===== src/rtl/mem_port_arbiter.sv =====
// -----------------------------------------------------------------------------
// mem_port_arbiter
//
// Shares one cached SDRAM controller port between two requesters: the Hazard3
// instruction-fetch path on port 0 and the load/store path on port 1.
// Arbitration is round-robin. The arbiter converts each requester's level
// req/ack handshake into the single-cycle rd_en/wr_en pulse the controller
// expects, keeps one access outstanding at a time, and aborts an access that
// never completes.
//
// Sequence per access: IDLE (grant) -> ISSUE (enable pulse) -> WAIT (until
// m_busy is low, or the watchdog expires) -> DONE (ack pulse). This gives an
// ack three cycles after a request that is seen in IDLE.
//
// Ports
//   clk, rst              system clock, synchronous active-high reset
//   p0_* / p1_*           requester ports: req/we/addr/wdata/mask in,
//                         ack (one-cycle pulse) and rdata out
//   m_rd_en, m_wr_en      one-cycle command pulses to the controller
//   m_addr/m_wdata/m_mask command fields, stable from ISSUE through DONE
//   m_rdata, m_busy       controller read data and busy
//   err, err_port         sticky watchdog flag, port of the last abort
// -----------------------------------------------------------------------------
module mem_port_arbiter #(
   parameter int          ADDR_W   = 32,
   parameter int          TIMEOUT  = 4096,
   parameter logic [31:0] ERR_DATA = 32'hDEAD_BEEF
) (
   input  logic              clk,
   input  logic              rst,

   input  logic              p0_req,
   input  logic              p0_we,
   input  logic [ADDR_W-1:0] p0_addr,
   input  logic [31:0]       p0_wdata,
   input  logic [3:0]        p0_mask,
   output logic              p0_ack,
   output logic [31:0]       p0_rdata,

   input  logic              p1_req,
   input  logic              p1_we,
   input  logic [ADDR_W-1:0] p1_addr,
   input  logic [31:0]       p1_wdata,
   input  logic [3:0]        p1_mask,
   output logic              p1_ack,
   output logic [31:0]       p1_rdata,

   output logic              m_rd_en,
   output logic              m_wr_en,
   output logic [ADDR_W-1:0] m_addr,
   output logic [31:0]       m_wdata,
   output logic [3:0]        m_mask,
   input  logic [31:0]       m_rdata,
   input  logic              m_busy,

   output logic              err,
   output logic              err_port
);

   localparam int             CNT_W     = $clog2(TIMEOUT + 1);
   localparam logic [CNT_W-1:0] TIMEOUT_C = CNT_W'(TIMEOUT);

   typedef enum logic [1:0] {
      ST_IDLE,
      ST_ISSUE,
      ST_WAIT,
      ST_DONE
   } state_t;

   // Registered state
   state_t            r_state;
   logic              r_rr_last;   // port granted most recently
   logic              r_grant;     // port owning the current access
   logic              r_we;        // current access is a write
   logic [CNT_W-1:0]  r_cnt;       // busy cycles seen in WAIT
   logic              r_m_rd_en;
   logic              r_m_wr_en;
   logic [ADDR_W-1:0] r_m_addr;
   logic [31:0]       r_m_wdata;
   logic [3:0]        r_m_mask;
   logic              r_p0_ack;
   logic              r_p1_ack;
   logic [31:0]       r_p0_rdata;
   logic [31:0]       r_p1_rdata;
   logic              r_err;
   logic              r_err_port;

   // Next-state values
   state_t            w_state_nxt;
   logic              w_rr_last_nxt;
   logic              w_grant_nxt;
   logic              w_we_nxt;
   logic [CNT_W-1:0]  w_cnt_nxt;
   logic              w_m_rd_en_nxt;
   logic              w_m_wr_en_nxt;
   logic [ADDR_W-1:0] w_m_addr_nxt;
   logic [31:0]       w_m_wdata_nxt;
   logic [3:0]        w_m_mask_nxt;
   logic              w_p0_ack_nxt;
   logic              w_p1_ack_nxt;
   logic [31:0]       w_p0_rdata_nxt;
   logic [31:0]       w_p1_rdata_nxt;
   logic              w_err_nxt;
   logic              w_err_port_nxt;

   logic              w_gnt;
   logic [CNT_W-1:0]  w_cnt_inc;

   // With both ports requesting, the port that did not go last wins. With a
   // single requester, p1_req alone selects port 1 and otherwise port 0.
   assign w_gnt     = (p0_req && p1_req) ? ~r_rr_last : p1_req;
   assign w_cnt_inc = r_cnt + CNT_W'(1);

   // NOTE: every signal assigned here gets a default first, so no path leaves
   // a value unassigned and no latch is inferred.
   always_comb begin
      w_state_nxt    = r_state;
      w_rr_last_nxt  = r_rr_last;
      w_grant_nxt    = r_grant;
      w_we_nxt       = r_we;
      w_cnt_nxt      = r_cnt;
      w_m_rd_en_nxt  = 1'b0;
      w_m_wr_en_nxt  = 1'b0;
      w_m_addr_nxt   = r_m_addr;
      w_m_wdata_nxt  = r_m_wdata;
      w_m_mask_nxt   = r_m_mask;
      w_p0_ack_nxt   = 1'b0;
      w_p1_ack_nxt   = 1'b0;
      w_p0_rdata_nxt = r_p0_rdata;
      w_p1_rdata_nxt = r_p1_rdata;
      w_err_nxt      = r_err;
      w_err_port_nxt = r_err_port;

      unique case (r_state)
         ST_IDLE: begin
            // A controller still busy (e.g. after a reset mid-access) blocks
            // any new grant until it goes idle.
            if (!m_busy && (p0_req || p1_req)) begin
               w_grant_nxt   = w_gnt;
               w_rr_last_nxt = w_gnt;
               w_we_nxt      = w_gnt ? p1_we    : p0_we;
               w_m_addr_nxt  = w_gnt ? p1_addr  : p0_addr;
               w_m_wdata_nxt = w_gnt ? p1_wdata : p0_wdata;
               w_m_mask_nxt  = w_gnt ? p1_mask  : p0_mask;
               w_m_rd_en_nxt = w_gnt ? ~p1_we   : ~p0_we;
               w_m_wr_en_nxt = w_gnt ? p1_we    : p0_we;
               w_state_nxt   = ST_ISSUE;
            end
         end

         ST_ISSUE: begin
            w_cnt_nxt   = '0;
            w_state_nxt = ST_WAIT;
         end

         ST_WAIT: begin
            if (!m_busy) begin
               // Completion; write accesses leave rdata untouched.
               if (!r_we) begin
                  if (r_grant) w_p1_rdata_nxt = m_rdata;
                  else         w_p0_rdata_nxt = m_rdata;
               end
               w_p0_ack_nxt = ~r_grant;
               w_p1_ack_nxt = r_grant;
               w_state_nxt  = ST_DONE;
            end else if (w_cnt_inc == TIMEOUT_C) begin
               // Watchdog abort after TIMEOUT busy cycles in WAIT.
               if (r_grant) w_p1_rdata_nxt = ERR_DATA;
               else         w_p0_rdata_nxt = ERR_DATA;
               w_err_nxt      = 1'b1;
               w_err_port_nxt = r_grant;
               w_p0_ack_nxt   = ~r_grant;
               w_p1_ack_nxt   = r_grant;
               w_state_nxt    = ST_DONE;
            end else begin
               w_cnt_nxt = w_cnt_inc;
            end
         end

         ST_DONE: begin
            w_state_nxt = ST_IDLE;
         end

         default: begin
            w_state_nxt = ST_IDLE;
         end
      endcase
   end

   // NOTE: sequential state uses non-blocking assignments only, so every
   // register samples the values from before this edge.
   always_ff @(posedge clk) begin
      if (rst) begin
         r_state    <= ST_IDLE;
         r_rr_last  <= 1'b1;     // port 0 wins the first contested grant
         r_grant    <= 1'b0;
         r_we       <= 1'b0;
         r_cnt      <= '0;
         r_m_rd_en  <= 1'b0;
         r_m_wr_en  <= 1'b0;
         r_m_addr   <= '0;
         r_m_wdata  <= '0;
         r_m_mask   <= '0;
         r_p0_ack   <= 1'b0;
         r_p1_ack   <= 1'b0;
         r_p0_rdata <= '0;
         r_p1_rdata <= '0;
         r_err      <= 1'b0;
         r_err_port <= 1'b0;
      end else begin
         r_state    <= w_state_nxt;
         r_rr_last  <= w_rr_last_nxt;
         r_grant    <= w_grant_nxt;
         r_we       <= w_we_nxt;
         r_cnt      <= w_cnt_nxt;
         r_m_rd_en  <= w_m_rd_en_nxt;
         r_m_wr_en  <= w_m_wr_en_nxt;
         r_m_addr   <= w_m_addr_nxt;
         r_m_wdata  <= w_m_wdata_nxt;
         r_m_mask   <= w_m_mask_nxt;
         r_p0_ack   <= w_p0_ack_nxt;
         r_p1_ack   <= w_p1_ack_nxt;
         r_p0_rdata <= w_p0_rdata_nxt;
         r_p1_rdata <= w_p1_rdata_nxt;
         r_err      <= w_err_nxt;
         r_err_port <= w_err_port_nxt;
      end
   end

   assign m_rd_en  = r_m_rd_en;
   assign m_wr_en  = r_m_wr_en;
   assign m_addr   = r_m_addr;
   assign m_wdata  = r_m_wdata;
   assign m_mask   = r_m_mask;
   assign p0_ack   = r_p0_ack;
   assign p1_ack   = r_p1_ack;
   assign p0_rdata = r_p0_rdata;
   assign p1_rdata = r_p1_rdata;
   assign err      = r_err;
   assign err_port = r_err_port;

endmodule


===== config.mk =====
export PLATFORM = sky130hd
export DESIGN_NAME = mem_port_arbiter
export DESIGN_NICKNAME = d
export VERILOG_FILES = /design/src/rtl/mem_port_arbiter.sv
export SDC_FILE = /design/constraint.sdc
export NUM_CORES = 1
export LEC_CHECK = 0
export ABC_AREA = 0
export ABC_CLOCK_PERIOD_IN_PS = 2400
export CAP_MARGIN = 40
export CORE_MARGIN = 1.5
export CORE_UTILIZATION = 42
export CTS_CLUSTER_DIAMETER = 60
export DETAILED_ROUTE_END_ITERATION = 8
export GPL_ROUTABILITY_DRIVEN = 1
export PLACE_DENSITY = 0.86
export SETUP_SLACK_MARGIN = 0.2
export SLEW_MARGIN = 25
export SYNTH_ARGS = -nofsm -noshare
export SYNTH_HDL_FRONTEND = slang
export SYNTH_SLANG_ARGS = --single-unit

===== constraint.sdc =====
create_clock -name clk -period 2.4 [get_ports clk]
set_clock_uncertainty 0.05 [all_clocks]
set_input_delay 0.48 -clock clk [delete_from_list [all_inputs] [get_ports clk]]
set_output_delay 0.48 -clock clk [all_outputs]
set_load 0.01 [all_outputs]

Word-level counts from Yosys, hierarchy flattened
Index checks and enable logic that the tools add are counted.

Flip-flop bits (word level): 156. Bits of input ports: 175. Output and inout bits: 138.

Add/sub/neg operators: 1. Eq/ne operators: 10. Multiplexer cells: 27. Bitwise logic cells: 7. Reduce and logical (&&, ||, !) cells: 14.

Operators with widths (number): two-way mux 32 bit (12); two-way mux 13 bit (2); one-hot mux 13 bit (2 select lines) (1); adder 13 x 1 -> 13 bit, second input constant (1); equality test 13 bit, second input constant (1); inequality test 2 bit, second input constant (4); one-hot mux 2 bit (4 select lines) (1); AND reduction 4 bit (2); two-way mux 1 bit (7); inverter 1 bit (7); two-way mux 2 bit (3); AND reduction 3 bit (2); equality test 2 bit, second input constant (2); two-way mux 4 bit (1); AND reduction 2 bit (2); inequality test 3 bit, second input constant (1); OR reduction 3 bit (1); equality test 2 x 1 -> 1 bit, second input constant (1); logical AND 1 bit (2); logical NOT 2 bit (1); inequality test 2 x 1 -> 1 bit, second input constant (1); nonzero test 2 bit (1); OR reduction 2 bit (1); logical NOT 1 bit (1); logical OR 1 bit (1).

Depth between registers and ports, before layout
Gate-level depths: netlist of run 1.

Depth in word-level cells: 5. Mapped depth: 9. Gate-level depth less buffers: 7.

Worst setup path before layout of run 1
OpenSTA, ideal clock, no wires.

Path type: reg2reg. From: reg r_state[0]. To: reg r_p0_rdata[10] (netlist: p0_rdata[10]). Arrival time: 1922 ps. Slack: 306 ps. Stages on the path, launching flop included: 10. Path buffers: 3. Path through: dfxtp_1 > inv_1 > ha_1 > or3b_1 > clkbuf_1 > or2_2 > clkbuf_1 > clkbuf_1 > o221ai_1 > a21oi_1.

Cells in the longest elaborated chain, start to end: 2.

Ends and longest elaborated chain: start, declared (line 71) `state_t r_state;`; start signal, assigned (line 211) `r_state <= w_state_nxt;`; equality test 2 bit (line 134) `unique case (r_state)`; AND reduction 4 bit (no source line); end signal, assigned (line 223) `r_p0_rdata <= w_p0_rdata_nxt;`; end, declared (line 83) `logic [31:0] r_p0_rdata;`.

Every way passes these cells. A chain may end at the register's enable or synchronous reset.

Worst setup path after layout of run 1
From: reg r_cnt[0]. To: reg r_cnt[8].

Cells in the longest elaborated chain, start to end: 4. Elaborated cells on any way between the ends: 7. Classes of those cells: add/sub (1); eq/ne (2); mux (3); reduce/logical (1).

Ends and longest elaborated chain: start, declared (line 75) `logic [CNT_W-1:0] r_cnt;`; start signal, assigned (line 215) `r_cnt <= w_cnt_nxt;`; adder 13 x 1 -> 13 bit (*) (line 112) `assign w_cnt_inc = r_cnt + CNT_W'(1);`; equality test 13 bit or two-way mux 13 bit (tied branches) (line 166) `end else if (w_cnt_inc == TIMEOUT_C) begin`; inequality test 2 bit (no source line) or two-way mux 13 bit (tied branches); AND reduction 3 bit (no source line) or one-hot mux 13 bit (2 select lines) (tied branches).

Every way passes the cells marked *; elsewhere a longest branch is shown, timed or not. The select of a mux whose other input is x is not followed.

==> impl_metrics.json, run 1 <==
{
  "switching_share_pct": 29.81,
  "crit_path_max_fanout": 8,
  "post-route-period-util_pct": 86.43,
  "drt-total-wl_um": 23740,
  "synth_top_flop_cell": "dfxtp_1",
  "nets": 1272,
  "crit_path_end_kind": "flop",
  "cp_slowest_cell": "mux2_4",
  "start_kind": "flop",
  "syn_nets": 973,
  "fp.dieArea_sq_um": 17730,
  "port_buffers": 312,
  "cts_buffer_depth": 2,
  "final_area_sq_um": 11310,
  "ys_ff_latch": 156,
  "cts_tree": "built",
  "overflow": 0,
  "root_buffer": "clkbuf_16",
  "gp_congestion": 0.8610,
  "track_usage_pct": 25.65,
  "run_status": "completed",
  "rows": 47,
  "combPwrFrac_pct": 30.4,
  "power.density_nw_per_um2": 764.6,
  "hold_path_class": "primary input to flop",
  "syn2layout_area_growth_pct": 58.96,
  "vias": 7438,
  "grt_max_degree": 72,
  "cp.required_ns": 2.63,
  "cts_hold_buf": 0,
  "drv_cap": 0,
  "p_int_mw": 6.071,
  "cts_made_buffers": 17,
  "die_w_um": 133.2,
  "slew_violations": 0,
  "setup.worst_path.end": "r_cnt[8]",
  "antenna_found_initial": 3,
  "grt_pass1_wl_um": 36160,
  "r2r_setup_slack_ns": 0.33,
  "cts_sinks": 156,
  "crit_start": "r_cnt[0]",
  "post-dp-hpwl_um": 16980,
  "grt_pass1_vias": 7017,
  "critical_path.top_delay_family": "compound AO/OA/AOI/OAI gates",
  "core-area_sq_um": 16580,
  "hold_violations": 0,
  "tns_ns": 0,
  "p_total_mw": 8.649,
  "synth-async-reset-ratio_pct": 0,
  "dpl_cell_area_sq_um": 10620,
  "drtIter0Drc": 418,
  "timing.hold.ws_ns": 0.3480,
  "fmax_mhz": 482.1,
  "slew-limit-headroom_pct": 63.17,
  "p_leak_nw": 4.032,
  "crit_chain": "ha_2 -> a211oi_1 -> o21ai_1 -> mux2_4 -> o31ai_4 -> buf_4 -> o221ai_1",
  "worstReg2RegEnd": "r_cnt[8]",
  "die_y_um": 133.2,
  "io_pins": 313,
  "first_pass_iters": 5,
  "rsz0062_at_grt": "no",
  "initial_core_util_pct": 42.91,
  "clkTransAtPathRegs_ns": 0.06,
  "clk_latency_ns": 0.42,
  "worst-path-buf-inv": 1,
  "r2r_start": "r_cnt[0]",
  "yosysUniqueCellTypes": 60,
  "synthCells": 793,
  "path_class": "flop to flop",
  "min_period_ns": 2.074,
  "htree_levels": 4,
  "crit_cells": 7,
  "max_stage_delay_ns": 0.37,
  "switchingPower_mw": 2.578,
  "pre_cts_ws_ns": 0.07210,
  "synth_edf_count": 0,
  "ys_warn_count": 0,
  "peakVddDrop_v": 0.0005780,
  "critical_path_arrival_ns": 2.31,
  "worst-r2r-cell-count": 7,
  "ant_nets": 0,
  "yosysSeqAreaShare_pct": 43.89,
  "drive_gt1_share_pct": 9.050,
  "tightestPinTransition_ns": 0.5505,
  "finalSetupViolCount": 0,
  "power.share.sequential_pct": 36.6,
  "avgSynthCellArea_sq_um": 8.973,
  "netlist_area_sq_um": 7116,
  "vias_per_cell": 5.601,
  "wire_per_inst_um": 17.88,
  "remaining_drc_errors": 0,
  "timing.final.ws_setup_ns": 0.3258,
  "clkPwrFrac_pct": 33.0
}
[synthesized netlist by cell type (2+ instances only)]
cell | n | share of area, %
o221ai_1 | 54 | 6.6
nand2_1 | 60 | 3.2
inv_1 | 16 | 0.84
o311ai_0 | 3 | 0.37
a22oi_1 | 9 | 0.95
nor2b_1 | 2 | 0.18
xnor2_1 | 2 | 0.25
nor3_1 | 4 | 0.28
o211ai_1 | 3 | 0.32
ha_1 | 5 | 0.88
a21oi_1 | 27 | 1.9
a31oi_1 | 25 | 2.2
and2_1 | 4 | 0.35
nor2_1 | 117 | 6.2
o21ai_0 | 12 | 0.84
a21o_1 | 8 | 0.84
o311ai_1 | 7 | 0.86
or2_2 | 2 | 0.18
mux2_2 | 2 | 0.32
nor4_1 | 3 | 0.26
and4_1 | 2 | 0.25
nand3_1 | 12 | 0.84
and3_1 | 4 | 0.35
nand4_1 | 5 | 0.44
buf_2 | 10 | 0.70
clkbuf_1 | 54 | 2.8
o22ai_1 | 8 | 0.70
dfxtp_1 | 156 | 44
o31ai_1 | 2 | 0.21
mux2i_1 | 73 | 10
a211oi_1 | 69 | 7.3
buf_1 | 5 | 0.26
[through the flow]
stage / instances / utilization (%)
final: 1328 / 68.21
after detailed placement: 1290 / 64.03
after global placement: 1290 / 64.03
after CTS: 1322 / 67.87
after global routing: 1328 / 68.21
after floorplan: 793 / -
[final cells by class]
class,instances,area [sq um]
diodes,3,7.507
clock buffers,21,470.5
repair buffers,351,3517
inverters,17,63.81
multi-input cells,549,3695
fillers,1281,5273
clock inverters,11,156.4
well taps,220,275.3
flip-flops and latches,156,3126
[cells by family (layout without fill, tap and decap cells)]
kind of cell,Yosys count,in the layout,share of synthesized area (%)
buffers and inverters,89,400,5.047
AOI/OAI and AO/OA,238,238,24.65
xor gates and xnor gates,2,2,0.2462
and+or+nand+nor,226,226,14.17
muxes,77,78,11.11
DFF,156,156,43.89
other,0,3,0
adders and majority gates,5,5,0.8792
[flip-flops by register name, summed over array words and instances (netlist names), 2 cells and up]
name	cells
m_addr	32
m_mask	4
m_wdata	32
p0_rdata	32
p1_rdata	32
r_cnt	13
r_state	2
[repair_timing]
action / CTS / global route
setup buffers: 0 / 2
setup endpoints to repair: 8 / 66
resized for setup: 3 / 12
gates cloned: 0 / 1
pin swaps: 1 / 1
[per-layer routing]
| metal | routed length (um) | global-route usage (%) |
|---|---|---|
| met5 | 0 | 0 |
| met4 | 617 | 9.783 |
| met3 | 2345 | 9.170 |
| met2 | 11890 | 44.88 |
| met1 | 8884 | 28.59 |
[power by group through the flow]
| stage | combinational (mW) | clock, mW | sequential, mW |
|---|---|---|---|
| after floorplan | 1.08 | 0 | 3.34 |
| after global placement | 2.55 | 0 | 3.19 |
| after detailed placement | 2.60 | 0 | 3.21 |
| after CTS | 2.64 | 2.89 | 3.16 |
| after global routing | 2.84 | 3.01 | 3.20 |
| final | 2.63 | 2.85 | 3.17 |
[how the worst min path moves through the flow]
stage / from / to / depth (start not counted)
floorplan: r_rr_last / r_rr_last / 2
global placement: err / err / 1
detailed placement: err / err / 1
CTS: rst / p0_ack / 2
global route: rst / p0_ack / 2
finish: rst / p0_ack / 2
[placed cells by master (no fill, tap or decap), drive strengths merged, types with 6 or more instances in the layout]
master and instances:
nand4 6, a211oi 69, mux2i 74, nor2 117
clkdlybuf4s50 311, a21oi 27, dfxtp 156, nand3 13
o21ai 12, o221ai 54, inv 21, o311ai 10
a31oi 25, nand2 61, clkbuf 21, o22ai 8
buf 40, a22oi 9, a21o 8
No activity file was read; power rests on OpenSTA's default activity.
==> run 2: changes to the inputs <==
--- a/config.mk
+++ b/config.mk
@@ -8,6 +8,7 @@
 export ABC_AREA = 0
 export ABC_CLOCK_PERIOD_IN_PS = 2400
 export CAP_MARGIN = 40
+export CORE_ASPECT_RATIO = 1.2
 export CORE_MARGIN = 1.5
 export CORE_UTILIZATION = 42
 export CTS_CLUSTER_DIAMETER = 60
==> run 2 against run 1 <==
  * Cell count decreased by 1.1%
  * Via count unchanged
  * Sequential cell count unchanged
  * First-iteration DRC count increased by 15%
  * Highest routed layer is now met5
==> impl_metrics.json, run 2 (synthesized netlist as in run 1, its figures left out) <==
{
  "port_buffers": 312,
  "track_usage_pct": 26.98,
  "die_y_um": 145.6,
  "cp_slowest_cell": "or2_2",
  "tns_ns": 0,
  "grt_pass1_vias": 7114,
  "cts_hold_buf": 0,
  "wire_per_inst_um": 18.55,
  "overflow": 0,
  "num_antenna_cells": 0,
  "drive_gt1_share_pct": 8.711,
  "core-area_sq_um": 16400,
  "root_buffer": "clkbuf_16",
  "syn2layout_area_growth_pct": 58.36,
  "drv_cap": 0,
  "pre_cts_ws_ns": 0.03392,
  "finalSetupViolCount": 0,
  "p_leak_nw": 4.010,
  "peakVddDrop_v": 0.0004988,
  "io_pins": 313,
  "timing.final.ws_setup_ns": 0.2812,
  "hold_path_class": "primary input to flop",
  "drtIter0Drc": 482,
  "post-dp-hpwl_um": 17680,
  "min_period_ns": 2.119,
  "power.density_nw_per_um2": 750.2,
  "initial_core_util_pct": 43.39,
  "nets": 1269,
  "grt_max_degree": 75,
  "drt-total-wl_um": 24370,
  "crit_path_end_kind": "flop",
  "rsz0062_at_grt": "yes",
  "max_stage_delay_ns": 0.50,
  "crit_chain": "inv_1 -> ha_2 -> or3b_1 -> or2_2 -> o221ai_1 -> a21oi_1",
  "cts_made_buffers": 17,
  "final_cell_mix": "311 x clkdlybuf4s50_1, 156 x dfxtp_1, 114 x nor2_1",
  "gp_congestion": 0.8187,
  "grt_pass1_wl_um": 37590,
  "cts_buffer_depth": 2,
  "antenna_found_initial": 2,
  "fmax_mhz": 472.0,
  "tightestPinTransition_ns": 0.5341,
  "fp.dieArea_sq_um": 17740,
  "htree_levels": 4,
  "remaining_drc_errors": 0,
  "final_common_cell": "clkdlybuf4s50_1",
  "slew-limit-headroom_pct": 64.26,
  "post-route-period-util_pct": 88.28,
  "slew_violations": 0,
  "hold_violations": 0,
  "first_pass_iters": 6,
  "run_status": "completed",
  "critical_path_arrival_ns": 2.35,
  "clkTransAtPathRegs_ns": 0.07,
  "cp.required_ns": 2.64,
  "cts_sinks": 156,
  "path_class": "flop to flop",
  "ant_nets": 0,
  "cts_tree": "built",
  "die_w_um": 121.8,
  "vias_per_cell": 5.661,
  "start_kind": "flop",
  "crit_path_max_fanout": 24,
  "rows": 51,
  "clk_latency_ns": 0.42,
  "vias": 7438
}
[run 2: through the flow]
step,power (mW),cells,hold WS (ns),instance area [sq um],util [%]
floorplan,4.417,793,0.3794,7116,-
global placement,5.750,1278,0.4044,10630,64.79
detailed placement,5.816,1278,0.4134,10630,64.79
CTS,8.500,1312,0.3732,11230,68.48
global route,8.855,1314,0.3864,11270,68.71
finish,8.454,1314,0.3869,11270,68.71
[run 2: repair_timing]
item                                    CTS  global route
pin swaps                                 1             0
buffers inserted                          2             1
resized for setup                         3             8
cloned                                    0             1
endpoints found under the setup margin   12            78
[run 2: cell type report]
cell class	count	area, sq um
fill	1232	5131
multi-input combinational	549	3697
sequential	156	3123
tap	212	265.3
clock inverter	15	155.1
clock buffer	17	425.4
timing repair buffer	348	3538
inverter	17	63.81
[run 2: where the power goes]
part           leakage [nW]  internal, mW  switching [mW]
clock                 0.282          1.47            1.19
sequential             1.27          2.95           0.217
combinational          2.46          1.39            1.24
[run 2: worst max-delay path, delay by kind of cell, from the launching register on]
family	cells	cell delay [ns]
compound gates	2	0.38
fa+ha+maj	1	0.24
buf+inv	1	0.13
flops	1	0.32
simple gates	2	0.86
[run 2: final timing paths]
kind	start	slack, ns	end	depth (start not counted)
max	r_state[0]	0.28	p0_rdata[23]	6
min	rst	0.39	r_grant	2
max reg2reg	r_state[0]	0.28	p0_rdata[23]	6
min reg2reg	err	0.42	err	1
[run 2: routing by layer]
layer | GRT usage, % | part of all wire (%) | vias to the layer above
met5 | 0 | 0.094 | -
met4 | 10.00 | 2.5 | 4
met3 | 7.994 | 8.9 | 50
met2 | 46.12 | 49 | 369
met1 | 31.55 | 40 | 3454
li1 | - | - | 3561
